$ cat src/rtl/key_debounce.sv
`default_nettype none
// ============================================================================
//  Module   : key_debounce
//  Purpose  : Debounces one mechanical push-button. The pin goes through a
//             two-flop synchronizer and is normalized so that 1 = pressed. A
//             four-state FSM accepts a level change only after DEBOUNCE_CYCLES
//             consecutive agreeing samples. The FSM produces a debounced level,
//             press/release strobes, and a long-press strobe plus a level flag.
//  Ports    :
//    clk           in   system clock
//    reset_n       in   asynchronous active-low reset
//    en            in   synchronous enable; low holds detection off
//    key_raw       in   asynchronous, bouncing button pin
//    key_level     out  debounced state, 1 = pressed
//    press_pulse   out  one-cycle strobe on confirmed press
//    release_pulse out  one-cycle strobe on confirmed release
//    long_pulse    out  one-cycle strobe when a press reaches LONG_CYCLES
//    long_flag     out  high from long_pulse until confirmed release
//  Revision : 1.0  initial release
// ============================================================================
module key_debounce #(
    parameter int DEBOUNCE_CYCLES = 1000000,
    parameter int LONG_CYCLES     = 50000000,
    parameter bit ACTIVE_LOW      = 1'b1
) (
    input  logic clk,
    input  logic reset_n,
    input  logic en,
    input  logic key_raw,
    output logic key_level,
    output logic press_pulse,
    output logic release_pulse,
    output logic long_pulse,
    output logic long_flag
);

    localparam int DB_W = $clog2(DEBOUNCE_CYCLES) + 1;
    localparam int LG_W = $clog2(LONG_CYCLES) + 1;

    localparam logic [DB_W-1:0] c_db_last  = DB_W'(DEBOUNCE_CYCLES - 1);
    localparam logic [DB_W-1:0] c_db_one   = DB_W'(1);
    localparam logic [LG_W-1:0] c_lg_last  = LG_W'(LONG_CYCLES - 1);
    localparam logic [LG_W-1:0] c_lg_max   = LG_W'(LONG_CYCLES);
    // Raw pin level of an untouched button.
    localparam logic            c_idle_lvl = ACTIVE_LOW;

    typedef enum logic [1:0] {
        S_IDLE         = 2'd0,
        S_PRESS_WAIT   = 2'd1,
        S_PRESSED      = 2'd2,
        S_RELEASE_WAIT = 2'd3
    } state_t;

    state_t            r_state;
    logic              r_sync1;
    logic              r_sync2;
    logic [DB_W-1:0]   r_cnt;
    logic [LG_W-1:0]   r_hold;

    logic              w_p_sync;
    logic              w_hold_hit;
    logic [LG_W-1:0]   w_hold_inc;

    // ------------------------------------------------------------------
    // Synchronizer. It resets to the not-pressed level so that a key held
    // through reset still needs full qualification afterwards. It keeps
    // running while en is low.
    // ------------------------------------------------------------------
    always_ff @(posedge clk or negedge reset_n) begin
        if (!reset_n) begin
            r_sync1 <= c_idle_lvl;
            r_sync2 <= c_idle_lvl;
        end else begin
            r_sync1 <= key_raw;
            r_sync2 <= r_sync1;
        end
    end

    assign w_p_sync = r_sync2 ^ ACTIVE_LOW;

    // Hold counter saturates at LONG_CYCLES. Because the threshold is hit
    // on exactly one increment, the long-press strobe fires once per press.
    assign w_hold_hit = (r_hold == c_lg_last);
    assign w_hold_inc = (r_hold == c_lg_max) ? r_hold : r_hold + 1'b1;

    // ------------------------------------------------------------------
    // Debounce FSM with registered outputs.
    // ------------------------------------------------------------------
    always_ff @(posedge clk or negedge reset_n) begin
        if (!reset_n) begin
            r_state       <= S_IDLE;
            r_cnt         <= '0;
            r_hold        <= '0;
            key_level     <= 1'b0;
            press_pulse   <= 1'b0;
            release_pulse <= 1'b0;
            long_pulse    <= 1'b0;
            long_flag     <= 1'b0;
        end else begin
            press_pulse   <= 1'b0;
            release_pulse <= 1'b0;
            long_pulse    <= 1'b0;

            if (!en) begin
                // Forced quiet. A held key is dropped without a release strobe.
                r_state   <= S_IDLE;
                r_cnt     <= '0;
                r_hold    <= '0;
                key_level <= 1'b0;
                long_flag <= 1'b0;
            end else begin
                case (r_state)
                    S_IDLE: begin
                        r_cnt <= '0;
                        if (w_p_sync) begin
                            r_state <= S_PRESS_WAIT;
                            r_cnt   <= c_db_one;
                        end
                    end

                    S_PRESS_WAIT: begin
                        if (!w_p_sync) begin
                            r_state <= S_IDLE;
                            r_cnt   <= '0;
                        end else if (r_cnt == c_db_last) begin
                            r_state     <= S_PRESSED;
                            r_cnt       <= '0;
                            r_hold      <= '0;
                            key_level   <= 1'b1;
                            press_pulse <= 1'b1;
                        end else begin
                            r_cnt <= r_cnt + 1'b1;
                        end
                    end

                    S_PRESSED: begin
                        r_hold <= w_hold_inc;
                        if (w_hold_hit) begin
                            long_pulse <= 1'b1;
                            long_flag  <= 1'b1;
                        end
                        if (!w_p_sync) begin
                            r_state <= S_RELEASE_WAIT;
                            r_cnt   <= c_db_one;
                        end
                    end

                    S_RELEASE_WAIT: begin
                        if (!w_p_sync && (r_cnt == c_db_last)) begin
                            // Confirmed release. It takes priority over a
                            // long-press threshold landing on the same edge.
                            r_state       <= S_IDLE;
                            r_cnt         <= '0;
                            r_hold        <= '0;
                            key_level     <= 1'b0;
                            release_pulse <= 1'b1;
                            long_flag     <= 1'b0;
                        end else begin
                            // The press is still alive (bounce-back or still
                            // qualifying), so the hold time keeps accumulating.
                            r_hold <= w_hold_inc;
                            if (w_hold_hit) begin
                                long_pulse <= 1'b1;
                                long_flag  <= 1'b1;
                            end
                            if (w_p_sync) begin
                                r_state <= S_PRESSED;
                                r_cnt   <= '0;
                            end else begin
                                r_cnt <= r_cnt + 1'b1;
                            end
                        end
                    end

                    default: begin
                        r_state <= S_IDLE;
                        r_cnt   <= '0;
                        r_hold  <= '0;
                    end
                endcase
            end
        end
    end

endmodule
`default_nettype wire

$ cat config.mk
export PLATFORM = sky130hd
export DESIGN_NAME = key_debounce
export DESIGN_NICKNAME = d
export VERILOG_FILES = /design/src/rtl/key_debounce.sv
export SDC_FILE = /design/constraint.sdc
export NUM_CORES = 1
export LEC_CHECK = 0
export BUFFER_PORTS_ARGS = -buffer_cell sky130_fd_sc_hd__buf_4
export CAP_MARGIN = 20
export CORE_ASPECT_RATIO = 0.5
export CORE_MARGIN = 5
export CORE_UTILIZATION = 45
export CTS_BUF_LIST = sky130_fd_sc_hd__clkbuf_16
export DETAILED_ROUTE_END_ITERATION = 7
export PLACE_DENSITY = 0.6
export SYNTH_ARGS = -nofsm -noshare
export SYNTH_HDL_FRONTEND = slang
export SYNTH_SLANG_ARGS = --single-unit
$ cat constraint.sdc
create_clock -name clk -period 3.15 [get_ports clk]
set_input_delay 0 -clock clk [delete_from_list [all_inputs] [get_ports clk]]
set_output_delay 0 -clock clk [all_outputs]
set_load 0.02 [all_outputs]
==> flow_summary.yaml <==
synthesis:
  ys_async_sr_fraction_pct: 100
  ys.flop_type: "dfrtp_1"
  synth_cells: 402
  syn_nets: 413
  synthXorXnorAreaFrac_pct: 3.48
  yosysWarnings: 0
  synth_area_leaders: "dfrtp_1, nand4_1, a21oi_1"
  synthMuxAreaShare_pct: 0.922
  yosys.area_share.simple_pct: 30.7
  synth_top_family_by_area: "simple AND/OR/NAND/NOR gates"
  synth_seq_cells: 57
  synth.avg_cell_area_um2: 8.77
  synth_top_cell_by_area: "dfrtp_1"
  synth-adder-area-share_pct: 2.48
  synth_area_um2: 3530
  ys_seq_area_share_pct: 40.5
  synth_compound_area_share_pct: 16.9
  synth_edf_count: 0
  synth_cell_types: 61
  synth_top_area_share_pct: 39.0
routing:
  wl_mm: 8.80
  wl_per_cell_um: 16.7
  first_pass_iters: 4
  drc: 0
  num_vias: 3179
  viasPerCell: 6.02
  ant_nets: 0
  dr.first_iter.drc_count: 185
layout:
  post-route-util_pct: 53.7
  seq_area_um2: 1430
  drive_gt1_share_pct: 11.0
  nFillCells: 695
  final_nets: 426
  fin_cells: 528
  stdcell_area_um2: 4020
  multi_input_area_um2: 1920
  n_antenna_cell: 0
  area_growth_pct: 13.9
grt:
  grt_overflow: 0
  grt_usage_pct: 19.3
  grt_pass1_vias: 3102
  grt_first_pass_wirelength_mm: 15.1
  antenna_found_initial: 0
  grt_max_degree: 58
clocking:
  cts_tree: "yes"
  clock_latency_ns: 0.33
  cts-root-buf: "clkbuf_16"
  htree_levels: 3
  cts.clk_slew.worst_paths_ns: 0.05
  cts_buffers: 9
  post_cts_resized: 0
  cts.sinks: 57
  cts_max_path_buffers: 2
place:
  gp_congestion: 0.960
  placed_cell_area_um2: 3700
  io_buffers: 8
  dp_hpwl_mm: 6.02
  placed_cells: 508
floorplan:
  io_pins: 9
  core-area_um2: 7490
  dieWidth_um: 135
  start_util_pct: 47.1
  num_rows: 22
  die_h_um: 72.6
  die-area_um2: 9820
timing:
  hold_violations: 0
  drv_slew: 0
  layout_min_cycle_time_ns: 2.37
  rsz0062_at_grt: "false"
  fin_crit_sh_pct: 75.2
  worst_pin_slew_ns: 0.749
  max_freq_mhz: 422
  setup_violations: 0
  whs_ns: 0.280
  finClkSkew_ns: 0.00652
  tns_ns: 0
  slew_headroom_pct: 50.1
power_and_ir_drop:
  switching_share_pct: 26.2
  leakage_nw: 1.48
  p_int_mw: 1.44
  power.density_nw_per_um2: 486
  p_clk_share_pct: 47.3
  switchingPower_mw: 0.511
  seqPwrFrac_pct: 39.6
  ir_drop_mv: 0.312
  power_frac_comb_pct: 13.2
worst_hold_path:
  hp-class: "primary input to async pin"
run:
  max_cap_violations: 0
setup_path:
  arrival_ns: 2.60
  critPathCaptureType: "register"
  crit_type: "register to register"
  cp-start-kind: "register"
  crit_required_ns: 3.38
  cp_max_fo: 13
status:
  status: "finished, final reports clean"
## power by group through the flow
stage | clock network (mW) | logic (mW) | registers [mW]
after global routing | 0.977 | 0.288 | 0.775
final | 0.923 | 0.257 | 0.772
after global placement | 0 | 0.239 | 0.782
after detailed placement | 0 | 0.246 | 0.784
after CTS | 0.941 | 0.252 | 0.772
after floorplan | 0 | 0.184 | 0.778
## cell usage after synthesis (all sizes together), types with 9 or more instances
cell type   n
dfrtp      55
nor2       33
a21oi      26
nand3      26
nand4      25
inv        24
nand2      23
o21ai      19
clkbuf     12
nor3       12
o22ai      12
nor4       11
xnor2       9
## flip-flops by register name, summed over array words and instances (netlist names)
| signal | flops |
|---|---|
| long_pulse | 1 |
| r_sync1 | 1 |
| r_hold | 27 |
| r_cnt | 21 |
| long_flag | 1 |
| key_level | 1 |
| release_pulse | 1 |
| press_pulse | 1 |
| r_sync2 | 1 |
| r_state | 2 |
## routing by layer
layer / wire [um] / track usage, %
met3: 390 / 5.37
met1: 4250 / 24.9
met4: 70 / 7.60
met2: 4100 / 31.1
met5: 0 / 0
## through the flow
| stage | power, mW | worst slack [ns] |
|---|---|---|
| 2_1_floorplan | 0.962 | 0.975 |
| 3_3_place_gp | 1.02 | 0.666 |
| 3_5_place_dp | 1.03 | 0.551 |
| 4_1_cts | 1.97 | 0.557 |
| 5_1_grt | 2.04 | 0.600 |
| 6_report | 1.95 | 0.781 |
## cells by family (layout without fill, tap and decap cells)
logic type / count (synthesis) / in the layout
muxes: 3 / 3
and+or+nand+nor: 187 / 187
adders and majority gates: 7 / 7
buffers and inverters: 42 / 60
xor gates and xnor gates: 14 / 14
AOI/OAI and AO/OA: 92 / 92
DFF: 57 / 57
## cells in the final DEF (no fill, tap or decap), types with 11 or more instances in the layout
cell and n:
a21oi_1 26, buf_4 16, dfrtp_1 55, inv_1 27, nand2_1 23, nand3_1 25
nand4_1 25, nor2_1 32, nor3_1 11, o21ai_0 18, o22ai_1 12
## final cells by class
class	count	area share, %
clock buffers	9	5.60
well taps	108	3.36
repair buffers	20	4.02
flip-flops and latches	57	35.6
multi-input cells	303	47.8
clock inverters	7	1.40
inverters	24	2.24
## path summary, 6_finish.rpt
check / from / end / slack (ns) / cells after the start
min in group clk: key_raw / r_sync1 / 0.33 / 2
worst max-delay path: r_cnt[10] / r_hold[11] / 0.78 / 6
worst min-delay path: reset_n / r_hold[20] / 0.28 / 2
worst min register to register: r_sync1 / r_sync2 / 0.35 / 0
max in group asynchronous: reset_n / r_cnt[14] / 2.36 / 2
worst max register to register: r_cnt[10] / r_hold[11] / 0.78 / 6
## repair_timing
action,4_1_cts,5_1_grt
hold endpoints to repair,58,0
hold buffers,3,0
setup buffers,0,0
## critical path, cell delays in order, from the launching register on
cell,delay (ns)
dfrtp_1,0.47
nor4b_1,0.33
nand3_1,0.25
nor3_1,0.62
o21ai_0,0.18
buf_4,0.22
o21ai_0,0.19
No activity file was read; power rests on OpenSTA's default activity.
